**config.mk**
```make
export PLATFORM = sky130hd
export DESIGN_NAME = alu
export DESIGN_NICKNAME = d
export VERILOG_FILES = /design/src/rtl/alu_pkg.sv /design/src/rtl/alu_divider.sv /design/src/rtl/alu.sv
export SDC_FILE = /design/constraint.sdc
export NUM_CORES = 1
export LEC_CHECK = 0
export CORE_MARGIN = 2
export CORE_UTILIZATION = 47
export DETAILED_ROUTE_END_ITERATION = 10
export MAX_ROUTING_LAYER = met4
export PLACE_DENSITY = 0.89
export SYNTH_ARGS = -nofsm -noshare
export SYNTH_HDL_FRONTEND = slang
export SYNTH_SLANG_ARGS = --single-unit
export TNS_END_PERCENT = 1
```
**constraint.sdc**
```tcl
create_clock -name clk -period 2.85 [get_ports clk]
set_clock_uncertainty 0.05 [all_clocks]
set_input_delay 0.285 -clock clk [delete_from_list [all_inputs] [get_ports clk]]
set_output_delay 0.285 -clock clk [all_outputs]
set_load 0.01 [all_outputs]
```
**src/rtl/alu_pkg.sv**
```systemverilog
// Shared definitions for the EX-stage ALU: operand width and function codes.
// Codes 0100/0101 only do work when ALU_MULDIV_EN is defined.
package alu_pkg;

    localparam int ALU_WIDTH = 16;

    localparam logic [3:0] ALU_ADD = 4'b0000;
    localparam logic [3:0] ALU_SUB = 4'b0001;
    localparam logic [3:0] ALU_MUL = 4'b0100;
    localparam logic [3:0] ALU_DIV = 4'b0101;
    localparam logic [3:0] ALU_AND = 4'b1000;
    localparam logic [3:0] ALU_OR  = 4'b1001;
    localparam logic [3:0] ALU_MEM = 4'b1100;

endpackage

```
**src/rtl/alu_divider.sv**
```systemverilog
// Combinational signed restoring divider: divides magnitudes, then restores signs.
// Quotient truncates toward zero; the remainder takes the dividend's sign.
module alu_divider #(
    parameter int WIDTH = 16
) (
    input  logic [WIDTH-1:0] dividend_i,
    input  logic [WIDTH-1:0] divisor_i,
    output logic [WIDTH-1:0] quotient_o,
    output logic [WIDTH-1:0] remainder_o,
    output logic             div_err_o
);

    logic             a_neg;
    logic             b_neg;
    logic [WIDTH-1:0] a_mag;
    logic [WIDTH-1:0] b_mag;
    logic [WIDTH:0]   rem;
    logic [WIDTH-1:0] quo;

    assign a_neg = dividend_i[WIDTH-1];
    assign b_neg = divisor_i[WIDTH-1];
    assign a_mag = a_neg ? (~dividend_i + 1'b1) : dividend_i;
    assign b_mag = b_neg ? (~divisor_i + 1'b1) : divisor_i;

    // The most negative dividend has magnitude 2^(WIDTH-1), which still fits unsigned.
    always_comb begin
        rem = '0;
        quo = '0;
        for (int i = WIDTH - 1; i >= 0; i--) begin
            rem = {rem[WIDTH-1:0], a_mag[i]};
            if (rem >= {1'b0, b_mag}) begin
                rem    = rem - {1'b0, b_mag};
                quo[i] = 1'b1;
            end
        end
    end

    always_comb begin
        quotient_o  = (a_neg ^ b_neg) ? (~quo + 1'b1) : quo;
        remainder_o = a_neg ? (~rem[WIDTH-1:0] + 1'b1) : rem[WIDTH-1:0];
        div_err_o   = 1'b0;
        if (divisor_i == '0) begin
            quotient_o  = '1;
            remainder_o = dividend_i;
            div_err_o   = 1'b1;
        end else if (dividend_i == {1'b1, {(WIDTH-1){1'b0}}} && divisor_i == '1) begin
            quotient_o  = {1'b1, {(WIDTH-1){1'b0}}};
            remainder_o = '0;
            div_err_o   = 1'b1;
        end
    end

endmodule

```
**src/rtl/alu.sv**
```systemverilog
// EX-stage ALU: operation mux feeding registered result and O/N/Z flags (1-cycle latency).
// Define ALU_MULDIV_EN to build the multiplier and divider; otherwise MUL/DIV act as unsupported codes.
module alu
    import alu_pkg::*;
#(
    parameter int WIDTH = ALU_WIDTH
) (
    input  logic               clk,
    input  logic               rst,
    input  logic [WIDTH-1:0]   A,
    input  logic [WIDTH-1:0]   B,
    input  logic [3:0]         Function,
    output logic [2*WIDTH-1:0] Out,
    output logic               O,
    output logic               N,
    output logic               Z
);

    logic [2*WIDTH-1:0] out_d, out_q;
    logic               o_d, o_q;
    logic               n_d, n_q;
    logic               z_d, z_q;

    logic [WIDTH-1:0] sum;
    logic [WIDTH-1:0] diff;
    logic [WIDTH-1:0] and_r;
    logic [WIDTH-1:0] or_r;

    assign sum   = A + B;
    assign diff  = A - B;
    assign and_r = A & B;
    assign or_r  = A | B;

`ifdef ALU_MULDIV_EN
    logic signed [2*WIDTH-1:0] prod;
    logic        [WIDTH-1:0]   div_quo;
    logic        [WIDTH-1:0]   div_rem;
    logic                      div_err;

    assign prod = $signed(A) * $signed(B);

    alu_divider #(.WIDTH(WIDTH)) u_divider (
        .dividend_i  (A),
        .divisor_i   (B),
        .quotient_o  (div_quo),
        .remainder_o (div_rem),
        .div_err_o   (div_err)
    );
`endif

    // Unsupported codes fall through to the default: zero result with Z set.
    always_comb begin
        out_d = '0;
        o_d   = 1'b0;
        n_d   = 1'b0;
        z_d   = 1'b1;
        case (Function)
            ALU_ADD: begin
                out_d = {{WIDTH{sum[WIDTH-1]}}, sum};
                o_d   = (A[WIDTH-1] == B[WIDTH-1]) && (sum[WIDTH-1] != A[WIDTH-1]);
                n_d   = sum[WIDTH-1];
                z_d   = (sum == '0);
            end
            ALU_SUB: begin
                out_d = {{WIDTH{diff[WIDTH-1]}}, diff};
                o_d   = (A[WIDTH-1] != B[WIDTH-1]) && (diff[WIDTH-1] != A[WIDTH-1]);
                n_d   = diff[WIDTH-1];
                z_d   = (diff == '0);
            end
            ALU_AND: begin
                out_d = {{WIDTH{1'b0}}, and_r};
                n_d   = and_r[WIDTH-1];
                z_d   = (and_r == '0);
            end
            ALU_OR: begin
                out_d = {{WIDTH{1'b0}}, or_r};
                n_d   = or_r[WIDTH-1];
                z_d   = (or_r == '0);
            end
            ALU_MEM: begin
                out_d = {{WIDTH{1'b0}}, sum};
                n_d   = sum[WIDTH-1];
                z_d   = (sum == '0);
            end
`ifdef ALU_MULDIV_EN
            ALU_MUL: begin
                out_d = prod;
                // Representable in WIDTH signed bits only if the top WIDTH+1 bits agree.
                o_d   = !((&prod[2*WIDTH-1:WIDTH-1]) || (~|prod[2*WIDTH-1:WIDTH-1]));
                n_d   = prod[2*WIDTH-1];
                z_d   = (prod == '0);
            end
            ALU_DIV: begin
                out_d = {div_rem, div_quo};
                o_d   = div_err;
                n_d   = div_quo[WIDTH-1];
                z_d   = (div_quo == '0);
            end
`endif
            default: begin
                out_d = '0;
                o_d   = 1'b0;
                n_d   = 1'b0;
                z_d   = 1'b1;
            end
        endcase
    end

    always_ff @(posedge clk) begin
        if (rst) begin
            out_q <= '0;
            o_q   <= 1'b0;
            n_q   <= 1'b0;
            z_q   <= 1'b0;
        end else begin
            out_q <= out_d;
            o_q   <= o_d;
            n_q   <= n_d;
            z_q   <= z_d;
        end
    end

    assign Out = out_q;
    assign O   = o_q;
    assign N   = n_q;
    assign Z   = z_q;

endmodule

```
# [Word level (Yosys, flattened, before mapping)]
# Index checks and enable logic that the tools add are counted.
# Widths: inputs -> output; s select.
[totals] regBits=35 word_cells=28
[op_classes] add_sub_neg=2 eq_ne=8 n_mux=4 bitwise_logic=2 reduce_logical=8
[op_table] op="$pmux 32 s5" count=1
[op_table] op="$logic_not 16->1" count=4
[op_table] op="$add 16x16->16" count=1
[op_table] op="$and 16x16->16" count=1
[op_table] op="$or 16x16->16" count=1
[op_table] op="$sub 16x16->16" count=1
[op_table] op="$eq 4x4->1 const B" count=3
[op_table] op="$pmux 1 s4" count=2
[op_table] op="$eq 4x1->1 const B" count=1
[op_table] op="$logic_not 4->1" count=1
[op_table] op="$ne 1x1->1" count=3
[op_table] op="$logic_and 1x1->1" count=2
[op_table] op="$pmux 1 s2" count=1
[op_table] op="$reduce_or 2->1" count=1
[op_table] op="$eq 1x1->1" count=1

# [Depth between registers and ports, before layout]
# Gate-level depths: netlist (run 1).
[logic_depth] depth_word=4 depth_mapped=11

# [Worst setup path before layout (run 1)]
# OpenSTA, ideal clock, no wires.
[synth_path] kind="input-to-reg" startpoint="in A[0]" endpoint="reg z_q (netlist: Z)" setup_time_ns=0.074 arrival_time_ns=2.769 required_ns=2.726 slack_ns=-0.043 cell_stages=10 n_path_buf=0 cell_sequence="ha_1 fa_1 a211oi_2 o21bai_1 a21oi_2 xor2_1 nand4b_1 or4_1 or4_1 a31oi_1"
[synth_between] elab_chain_len=3 word_cells_on_any_way=9
[synth_rtl] element="from (decl)" line_no="alu.sv:10" source="input logic [WIDTH-1:0] A,"
[synth_rtl] element="$add 16x16->16 (tied with other cells)" line_no="alu.sv:29" source="assign sum = A + B;"
[synth_rtl] element="$logic_not 16->1 (on tied branches)"
[synth_rtl] element="$pmux 1 s4 *" line_no="alu.sv:57" source="case (Function)"
[synth_rtl] element="to (signal assigned)" line_no="alu.sv:119" source="z_q <= z_d;"
[synth_rtl] element="to (decl)" line_no="alu.sv:22" source="logic z_d, z_q;"
# Mark *: on every way between the ends. The rest lies on a longest branch, timed or not.
# A chain may end at the register's enable or synchronous reset.

# [Worst setup path in the final report (run 1)]
[layout_path] startpoint="in B[0]" endpoint="reg z_q (netlist: Z)"
[layout_between] elab_chain_len=3 word_cells_on_any_way=9
[layout_rtl] element="from (decl)" line_no="alu.sv:11" source="input logic [WIDTH-1:0] B,"
[layout_rtl] element="$add 16x16->16 (tied with other cells)" line_no="alu.sv:29"
[layout_rtl] element="$logic_not 16->1 (on tied branches)"
[layout_rtl] element="$pmux 1 s4 *" line_no="alu.sv:57"
# Marks and branches as above.

==> flow_summary.toml, run 1 <==
[worst_hold_path]
hold_class = "in2reg"
worstHoldStart = "A[1]"
holdPathStages = 5
worstHoldEndpoint = "Out[1]$_SDFF_PP0_"

[floorplanning]
core_mm2 = 0.00639
die_area_mm2 = 0.00732
chipWidth_um = 85.5
pin_count = 73
die_y_um = 85.5
rows = 29
start_util_pct = 48.9

[global_routing]
grt.overflow.total = 0
grt_use_total_pct = 32.3
grt_max_degree = 17
grt_first_pass_wirelength_um = 18500
grt_pass1_vias = 3803
antenna_found_initial = 0

[final_layout]
syn2layout_area_growth_pct = 65.5
final_cell_mix = "buf_4 (126), clkdlybuf4s50_1 (55), nor2_1 (31)"
multi_input_area_mm2 = 0.00278
final_common_cell = "buf_4"
antenna_cells = 0
finalInstanceArea_mm2 = 0.00517
register_area_um2 = 400
fill_cells = 420
final_core_util_pct = 81.0
layout-drive-gt1-share_pct = 37.7
final_nets = 680

[cts]
cts_buffer_depth = 2
tritoncts = "yes"
cts-root-buf = "clkbuf_8"
numCtsBuffers = 3
cts_hold_repair.buffers = 0
clkSlewWorstSetupHoldPaths_ns = 0.07
cts.sinks = 20
h-tree-depth = 1

[worst_setup_path]
cp-end-kind = "flip-flop"
arrival_ns = 2.97
cpMostUsedCell = "or4_1"
crit_type = "in2reg"
cp_max_fo = 3
critPathLaunchType = "primary input"
crit_required_ns = 2.99
slowest_delay_ns = 0.48
crit_family = "simple AND/OR/NAND/NOR gates"
worst-path-buf-inv = 2
cp_slowest_cell = "or4_1"
worstPathCellList = "buf_2 > ha_4 > fa_2 > a211oi_4 > buf_6 > o21ai_2 > nand2_1 > o21ai_1 > o211a_1 > or4_1 > or4_1 > a31oi_1"

[synthesis]
synth_area_leaders = "ha_1 (19%), dfxtp_1 (13%), inv_1 (5.4%), xnor2_1 (5.0%), nor2_1 (4.6%)"
yosysSeqAreaShare_pct = 12.8
synth_edf_count = 0
synth_warnings = 0
synthSimpleGateAreaFrac_pct = 19.6
synth_fp_nets = 504
synth_top_family_by_area = "compound AO/OA/AOI/OAI gates"
netlist_area_mm2 = 0.00313
synth_top_cell_by_area = "ha_1"
synth_top_area_share_pct = 18.8
synth.mux.area_fraction_pct = 0.681
yosys.area_share.adder_pct = 20.1
synthFlopType = "dfxtp_1"
postSynthAreaPerCell_um2 = 7.50
ys_ff_latch = 20
synth_compound_area_share_pct = 28.0
synth_cells = 417
synth.distinct_cells = 65
async_reset_ff_share_pct = 0
synth_xor_area_share_pct = 7.29

[sta]
finalCritPeriodShare_pct = 99.5
max_slew_margin_pct = 59.7
finalHoldViolCount = 0
maxSlewViolCount = 0
setup_viol_count_final = 0
tightestPinTransition_ns = 0.602
finalWorstPathRequiredPeriod_ns = 2.83
fmax_mhz = 353
grt_setup_unrepaired = "true"
fin_hold_ws_ns = 0.606

[place]
io_buffers = 72
gp_congestion = 0.997
dpl.hpwl_um = 9200
postPlaceCellArea_mm2 = 0.00464

[power]
p_switching_mw = 0.585
power_switching_share_pct = 39.1
p_int_mw = 0.911
clockPowerShare_pct = 12.1
pwr-share-comb_pct = 68.4
finalPower_mw = 1.50
power.density_mw_per_mm2 = 289
vdd_drop_max_mv = 0.309
seq_power_share_pct = 19.4
p_leak_nw = 2.27

[detailed_routing]
vias = 3934
vias_per_cell = 5.89
wl_per_cell_um = 17.8
ant_nets = 0
wl_um = 11900
drt_iter0_markers = 417
dr.pass1.iters = 5
drc = 0

[job]
max-cap-violations = 0

[run_status]
status = "complete, no violations"
worst max-delay path by stage:
stage | slack (ns) | cells after the start | from | end
6_report | 0.02 | 12 | B[0] | Z$_SDFF_PP0_
5_1_grt | -0.08 | 11 | B[0] | Z$_SDFF_PP0_
4_1_cts | 0.003 | 11 | B[9] | Z$_SDFF_PP0_
3_5_place_dp | -0.69 | 12 | A[2] | Z$_SDFF_PP0_
3_3_place_gp | -0.63 | 12 | A[1] | Z$_SDFF_PP0_
2_1_floorplan | 0.03 | 10 | A[0] | Z$_SDFF_PP0_
power by group through the flow:
stage                     Combinational, mW  Clock [mW]  Sequential [mW]
final                                  1.02       0.182            0.291
after global routing                   1.09       0.186            0.291
after CTS                             0.931       0.176            0.291
after detailed placement              0.835           0            0.297
after global placement                0.818           0            0.297
after floorplan                       0.427           0            0.301
through the flow:
| step | TNS (ns) | instances | worst slack [ns] |
|---|---|---|---|
| floorplan | 0 | 417 | 0.0266 |
| global placement | -4.34 | 651 | -0.635 |
| detailed placement | -5.15 | 651 | -0.689 |
| CTS | 0 | 665 | 0.00298 |
| global route | -0.121 | 668 | -0.0804 |
| finish | 0 | 668 | 0.0155 |
worst min-delay path, cell delays in order:
cell and delay, ns:
clkbuf_2 0.10, buf_6 0.11, fa_2 0.21, a22oi_1 0.09, nor2_1 0.08
registers in the layout, indices dropped and copies added, names as in the netlist:
signal,cells
N,1
O,1
Out,17
Z,1
cells in the mapped netlist, drive strengths merged (2+ instances only):
| cell | count |
|---|---|
| a2111oi | 3 |
| a211o | 2 |
| a211oi | 7 |
| a21o | 4 |
| a21oi | 28 |
| a221o | 2 |
| a221oi | 8 |
| a31o | 2 |
| a31oi | 2 |
| a41oi | 2 |
| and3 | 2 |
| buf | 21 |
| clkbuf | 11 |
| dfxtp | 20 |
| fa | 2 |
| ha | 47 |
| inv | 45 |
| nand2 | 30 |
| nand2b | 5 |
| nand3 | 4 |
| nand4 | 3 |
| nand4b | 2 |
| nor2 | 38 |
| nor2b | 6 |
| nor3 | 14 |
| nor4 | 7 |
| nor4b | 3 |
| o211ai | 3 |
| o21a | 8 |
| o21ai | 19 |
| o21bai | 6 |
| o221ai | 4 |
| o22ai | 3 |
| or2 | 3 |
| or3 | 2 |
| or4 | 4 |
| xnor2 | 18 |
| xor2 | 8 |
routing by layer:
layer | global-route usage, % | part of all wire [%]
met5 | - | 0
met4 | 10.8 | 3.1
met3 | 3.56 | 8.8
met2 | 55.8 | 49
met1 | 39.1 | 39
what timing repair did:
item / CTS / global route
pin swaps: 21 / 19
setup buffers: 13 / 3
setup endpoints to repair: 9 / 5
cloned: 0 / 0
resized for setup: 69 / 51
area by class of cell:
| class | instances | share of cell area, % |
|---|---|---|
| clock buffer | 3 | 0.798 |
| inverter | 45 | 3.26 |
| multi-input combinational | 320 | 53.7 |
| sequential | 20 | 7.74 |
| tap | 77 | 1.86 |
| timing repair buffer | 203 | 32.6 |
kinds of logic (layout without fill, tap and decap cells):
group | count (synthesis) | after routing
flops | 20 | 20
simple gates | 125 | 125
mux | 2 | 2
compound gates | 118 | 118
fa+ha+maj | 49 | 49
buf+inv | 77 | 251
xor+xnor | 26 | 26
Power figures use the tool's default switching activity.
==> run 2: changes to the inputs <==
--- a/config.mk
+++ b/config.mk
@@ -12,5 +12,6 @@
 export PLACE_DENSITY = 0.89
 export SYNTH_ARGS = -nofsm -noshare
 export SYNTH_HDL_FRONTEND = slang
+export SYNTH_HIERARCHICAL = 1
 export SYNTH_SLANG_ARGS = --single-unit
 export TNS_END_PERCENT = 1
==> results of run 2 <==
Final layout, timing and power as in run 1 (identical DEF).
Among the figures that moved: Yosys warning count 0 -> 6
==> run 3: changes to the inputs <==
--- a/config.mk
+++ b/config.mk
@@ -5,13 +5,13 @@
 export SDC_FILE = /design/constraint.sdc
 export NUM_CORES = 1
 export LEC_CHECK = 0
-export CORE_MARGIN = 2
+export ABC_CLOCK_PERIOD_IN_PS = 2850
+export CORE_MARGIN = 1
 export CORE_UTILIZATION = 47
 export DETAILED_ROUTE_END_ITERATION = 10
 export MAX_ROUTING_LAYER = met4
 export PLACE_DENSITY = 0.89
 export SYNTH_ARGS = -nofsm -noshare
 export SYNTH_HDL_FRONTEND = slang
-export SYNTH_HIERARCHICAL = 1
 export SYNTH_SLANG_ARGS = --single-unit
 export TNS_END_PERCENT = 1
==> run 3 against run 2 <==
Against the previous run: sequential share of layout area rose by 0.12 points; the run now ends with setup timing left; total power rose by 0.78%; combinational power barely moved; sequential power barely moved; highest routed layer unchanged; cell area fell by 1.5%; critical path depth fell by 1.
==> flow_summary.toml, run 3 (synthesis gave the netlist of run 1 again) <==
[run_status]
status = "finished, violations left"
violations = "setup timing"

[sta]
max_slew_margin_pct = 59.8
fmax_mhz = 343
finalWorstPathRequiredPeriod_ns = 2.91
grt_setup_unrepaired = "true"
maxSlewViolCount = 0
setup_viol_count_final = 1
finalCritPeriodShare_pct = 102
tightestPinTransition_ns = 0.602
timing.final.ws_setup_ns = -0.0626
setup_tns_ns = -0.0626
finalHoldViolCount = 0

[global_routing]
grt.overflow.total = 0
antenna_found_initial = 0
grt_first_pass_wirelength_um = 18400
grt_pass1_vias = 3921
grt_use_total_pct = 33.5
grt_max_degree = 17

[detailed_routing]
drc = 0
vias = 4059
vias_per_cell = 6.15
met3WireLength_um = 1190
top_layer = "met4"
ant_nets = 0
wl_um = 12000
wl_per_cell_um = 18.3
drt-met1-wl_um = 4480
drt_iter0_markers = 450
dr.pass1.iters = 6
met2_wirelength_um = 5630

[cts]
cts-root-buf = "clkbuf_8"
cts_buffer_depth = 2
tritoncts = "yes"
clkSlewWorstSetupHoldPaths_ns = 0.07
h-tree-depth = 1
cts.sinks = 20
numCtsBuffers = 3
cts_hold_repair.buffers = 0

[final_layout]
syn2layout_area_growth_pct = 63.1
final_common_cell = "buf_4"
antenna_cells = 0
layout-drive-gt1-share_pct = 34.0
largest_reg_flops = 17
final_nets = 671
final_cell_mix = "buf_4 (119), clkdlybuf4s50_1 (55), inv_1 (35)"

[worst_hold_path]
worstHoldStart = "A[1]"
worstHoldEndpoint = "Out[1]$_SDFF_PP0_"
holdPathStages = 5
hold_class = "in2reg"

[worst_setup_path]
slowest_delay_ns = 0.52
arrival_ns = 3.04
cp_max_fo = 5
cp-startpoint = "A[13]"
critPathLaunchType = "primary input"
cp_slowest_cell = "or4_1"
cp-end-kind = "flip-flop"
worst-path-buf-inv = 2
crit_type = "in2reg"
crit_required_ns = 2.98
crit_family = "compound AO/OA/AOI/OAI gates"
cpMostUsedCell = "or4_1"
worstPathCellList = "clkdlybuf4s50_1 > inv_1 > ha_4 > a21oi_1 > o21ai_1 > a211oi_1 > o21ai_0 > o211a_1 > or4_1 > or4_1 > a31oi_1"

[floorplanning]
die_y_um = 83.5
core_mm2 = 0.00639
die_area_mm2 = 0.00698
pin_count = 73
start_util_pct = 48.9
rows = 29
chipWidth_um = 83.5

[power]
vdd_drop_max_mv = 0.297
finalPower_mw = 1.51
p_leak_nw = 2.30
power.density_mw_per_mm2 = 296

[place]
io_buffers = 72
dpl.hpwl_um = 8640
gp_congestion = 0.976

[job]
max-cap-violations = 0
run 3: cell count changes in the layout (fill, tap and decap cells not counted), moves of 5 or more:
cell	before	now
a21oi_2	8	3
buf_4	126	119
inv_2	15	10
dlymetal6s2s_1	1	6
inv_1	30	35
run 3: cell type report:
type	count	area [µm²]
clock buffers	4	55.1
multi-input cells	320	2730
repair buffers	194	1650
flip-flops and latches	20	400
well taps	77	96.3
inverters	45	169
fillers	393	1290
run 3: where the power goes:
part           internal (mW)  leakage [nW]  switching (mW)
sequential             0.287         0.162         0.00323
combinational          0.510          2.11           0.498
clock                  0.123        0.0288          0.0868
total                  0.920          2.30           0.588
run 3: worst max-delay path by stage:
| stage | to | slack (ns) | depth (start not counted) |
|---|---|---|---|
| after floorplan | Z$_SDFF_PP0_ | 0.03 | 10 |
| after global placement | Z$_SDFF_PP0_ | -0.58 | 12 |
| after detailed placement | Z$_SDFF_PP0_ | -0.62 | 11 |
| after CTS | Z$_SDFF_PP0_ | -0.01 | 12 |
| after global routing | Z$_SDFF_PP0_ | -0.14 | 11 |
| final | Z$_SDFF_PP0_ | -0.06 | 11 |
run 3: worst min-delay path: cells and delay by family:
family          cells  cell delay (ns)
compound gates      1             0.08
fa+ha+maj           1             0.21
buf+inv             2             0.22
simple gates        1             0.08
run 3: layer usage:
layer	GRT usage (%)	up-vias
li1	-	1791
met4	18.8	0
met2	56.2	344
met5	-	-
met3	6.63	103
met1	37.2	1821
run 3: through the flow:
step / hold WS, ns / worst slack [ns] / cells / cell area [µm²] / util (%)
after CTS: 0.602 / -0.0132 / 658 / 4930 / 77.3
after global placement: 0.887 / -0.582 / 642 / 4570 / 71.5
after detailed placement: 0.875 / -0.616 / 642 / 4570 / 71.5
final: 0.603 / -0.0626 / 660 / 5100 / 79.8
after global routing: 0.628 / -0.135 / 660 / 5100 / 79.8
after floorplan: 0.304 / 0.0266 / 417 / 3130 / -
run 3: timing repair:
action,4_1_cts,5_1_grt
endpoints found under the setup margin,9,8
pin swaps,23,19
endpoints found under the hold margin,0,0
gates resized for setup,57,47
buffers inserted,12,2
==> variant, RTL diff (settings of run 1) <==
Make the reset (`rst`) asynchronous in one clocked block.
--- a/src/rtl/alu.sv
+++ b/src/rtl/alu.sv
@@ -107,5 +107,5 @@
     end
 
-    always_ff @(posedge clk) begin
+    always_ff @(posedge clk or posedge rst) begin
         if (rst) begin
             out_q <= '0;
Function: differs if rst is asserted again (counterexample within 4 cycles, from zero or initial values and one cycle with rst high); with rst held inactive, the same outputs for 10 cycles.
==> variant against run 1 <==
- sequential share of layout area is 2.2 points higher
- cell area decreased by 2.4%
- critical path depth up 1
- die area up 1.3%
- setup slack better by 0.028 ns
- total power is 8.3% higher
- sequential cell count unchanged
- count of clock-buffer cells in the layout is the same
- synthesized cell count decreased by 3.4%
- routed wire length rose by 2.1%
- area after synthesis up 1.4%
- critical path type unchanged
- highest routed layer unchanged
==> variant: results <==
export IMPL_cp_data_arrival_time_ns=2.90
export IMPL_numPortBuffers=72
export IMPL_synth_area_leaders="ha_1, dfrtp_1, xnor2_1, inv_1, nor2_1"
export IMPL_grtUsageMet1_pct=38.7
export IMPL_outcome="complete, no violations"
export IMPL_nFillCells=421
export IMPL_met3_usage_pct=5.00
export IMPL_clk_pin_slew_worst_paths_ns=0.08
export IMPL_clk_path_buf_depth=2
export IMPL_synthesis_nets=490
export IMPL_numCtsBuffers=3
export IMPL_gp_congestion=0.999
export IMPL_largest_register_ffs=17
export IMPL_ir_worst_vdd_uv=193
export IMPL_firstDrtPassIters=5
export IMPL_final_nets=641
export IMPL_startpoint="B[2]"
export IMPL_num_antenna_cells=0
export IMPL_antenna_found_initial=0
export IMPL_wire_per_inst_um=19.2
export IMPL_slew_headroom_pct=49.7
export IMPL_p_leak_nw=2.34
export IMPL_critPathMaxFanout=3
export IMPL_root_buffer="clkbuf_8"
export IMPL_synthDistinctLibCells=64
export IMPL_pre_cts_ws_ns=-0.598
export IMPL_p_int_mw=1.01
export IMPL_grt_pass1_vias=3764
export IMPL_ys_top_cells_by_count="ha_1, inv_1, nor2_1"
export IMPL_layout_drive_gt1_share_pct=32.9
export IMPL_async_flop_share_pct=100
export IMPL_ys_dominant_reg_cell="dfrtp_1"
export IMPL_seq_area_frac_synth_pct=15.8
export IMPL_grt_pass1_wl_mm=18.8
export IMPL_post_dp_hpwl_mm=9.13
export IMPL_htree_levels=1
export IMPL_drtIter0Drc=368
export IMPL_yosysWarnings=0
export IMPL_grt_max_degree=21
export IMPL_vias_per_cell=6.09
export IMPL_met2_usage_pct=56.7
export IMPL_grt_usage_pct=32.7
export IMPL_hold_class="primary input to async pin"
## variant: cell count changes in the layout (fill, tap and decap cells not counted), moves of 6 or more
cell,before,now
dfrtp_1,0,20
inv_2,15,9
nor3_1,14,6
dfxtp_1,20,0
ha_4,15,9
buf_4,126,105
dlygate4sd2_1,11,4
## variant: final timing paths
kind	cells after the start	to	slack (ns)
max	13	Z	0.04
min	2	Out[8]	0.41
max in group asynchronous	2	Out[4]	1.86
min in group clk	4	Out[5]	0.55
## variant: area by class of cell
type | instances | area (um2) | area share, %
Timing Repair Buffer | 181 | 1560 | 30.9
Clock buffer | 3 | 41.3 | 0.817
Multi-Input combinational cell | 308 | 2670 | 52.9
Inverter | 40 | 150 | 2.97
Sequential cell | 20 | 500 | 9.91
Clock inverter | 1 | 30.0 | 0.595
Tap cell | 77 | 96.3 | 1.91
## variant: what timing repair did
item | 4_1_cts | 5_1_grt
setup buffers | 0 | 2
pin swaps | 20 | 27
setup endpoints to repair | 11 | 8
hold buffers | 0 | 0
gates resized for setup | 40 | 49
## variant: cells by family after synthesis
| logic type | share of synthesized area [%] |
|---|---|
| XOR/XNOR | 6.64 |
| AND/OR/NAND/NOR | 19.5 |
| buffers and inverters | 11.1 |
| multiplexers | 0.987 |
| AO/OA/AOI/OAI | 26.1 |
| adder cells (fa/ha/maj) | 19.8 |
| flip-flops | 15.8 |
## variant: metrics by stage
step                util (%)  std cells  total power, mW  instance area [um2]
floorplan                  -        403            0.779                 3170
global placement        71.4        624             1.19                 4590
detailed placement      71.4        624             1.21                 4590
CTS                     75.0        628             1.53                 4820
global route            78.6        630             1.69                 5050
finish                  78.6        630             1.62                 5050
## variant: power groups by stage
stage / sequential [mW] / clock, mW / combinational [mW]
4_1_cts: 0.322 / 0.279 / 0.927
2_1_floorplan: 0.342 / 0 / 0.437
6_report: 0.322 / 0.280 / 1.02
3_3_place_gp: 0.326 / 0 / 0.862
5_1_grt: 0.325 / 0.287 / 1.08
3_5_place_dp: 0.328 / 0 / 0.882
## variant: worst max-delay path, stage by stage
cell	delay [ns]
dlygate4sd2_1	0.25
inv_2	0.08
ha_4	0.30
buf_4	0.14
nor2b_1	0.07
o31ai_1	0.30
buf_4	0.19
a31oi_1	0.17
a221oi_2	0.44
xor2_1	0.28
nor2b_1	0.10
a41oi_2	0.20
o31ai_2	0.10
## variant: routing by layer
| layer | vias up | wire [um] |
|---|---|---|
| li1 | 1727 | - |
| met1 | 1792 | 4550 |
| met2 | 253 | 5910 |
| met3 | 63 | 1140 |
| met4 | 0 | 525 |
| met5 | - | 0 |
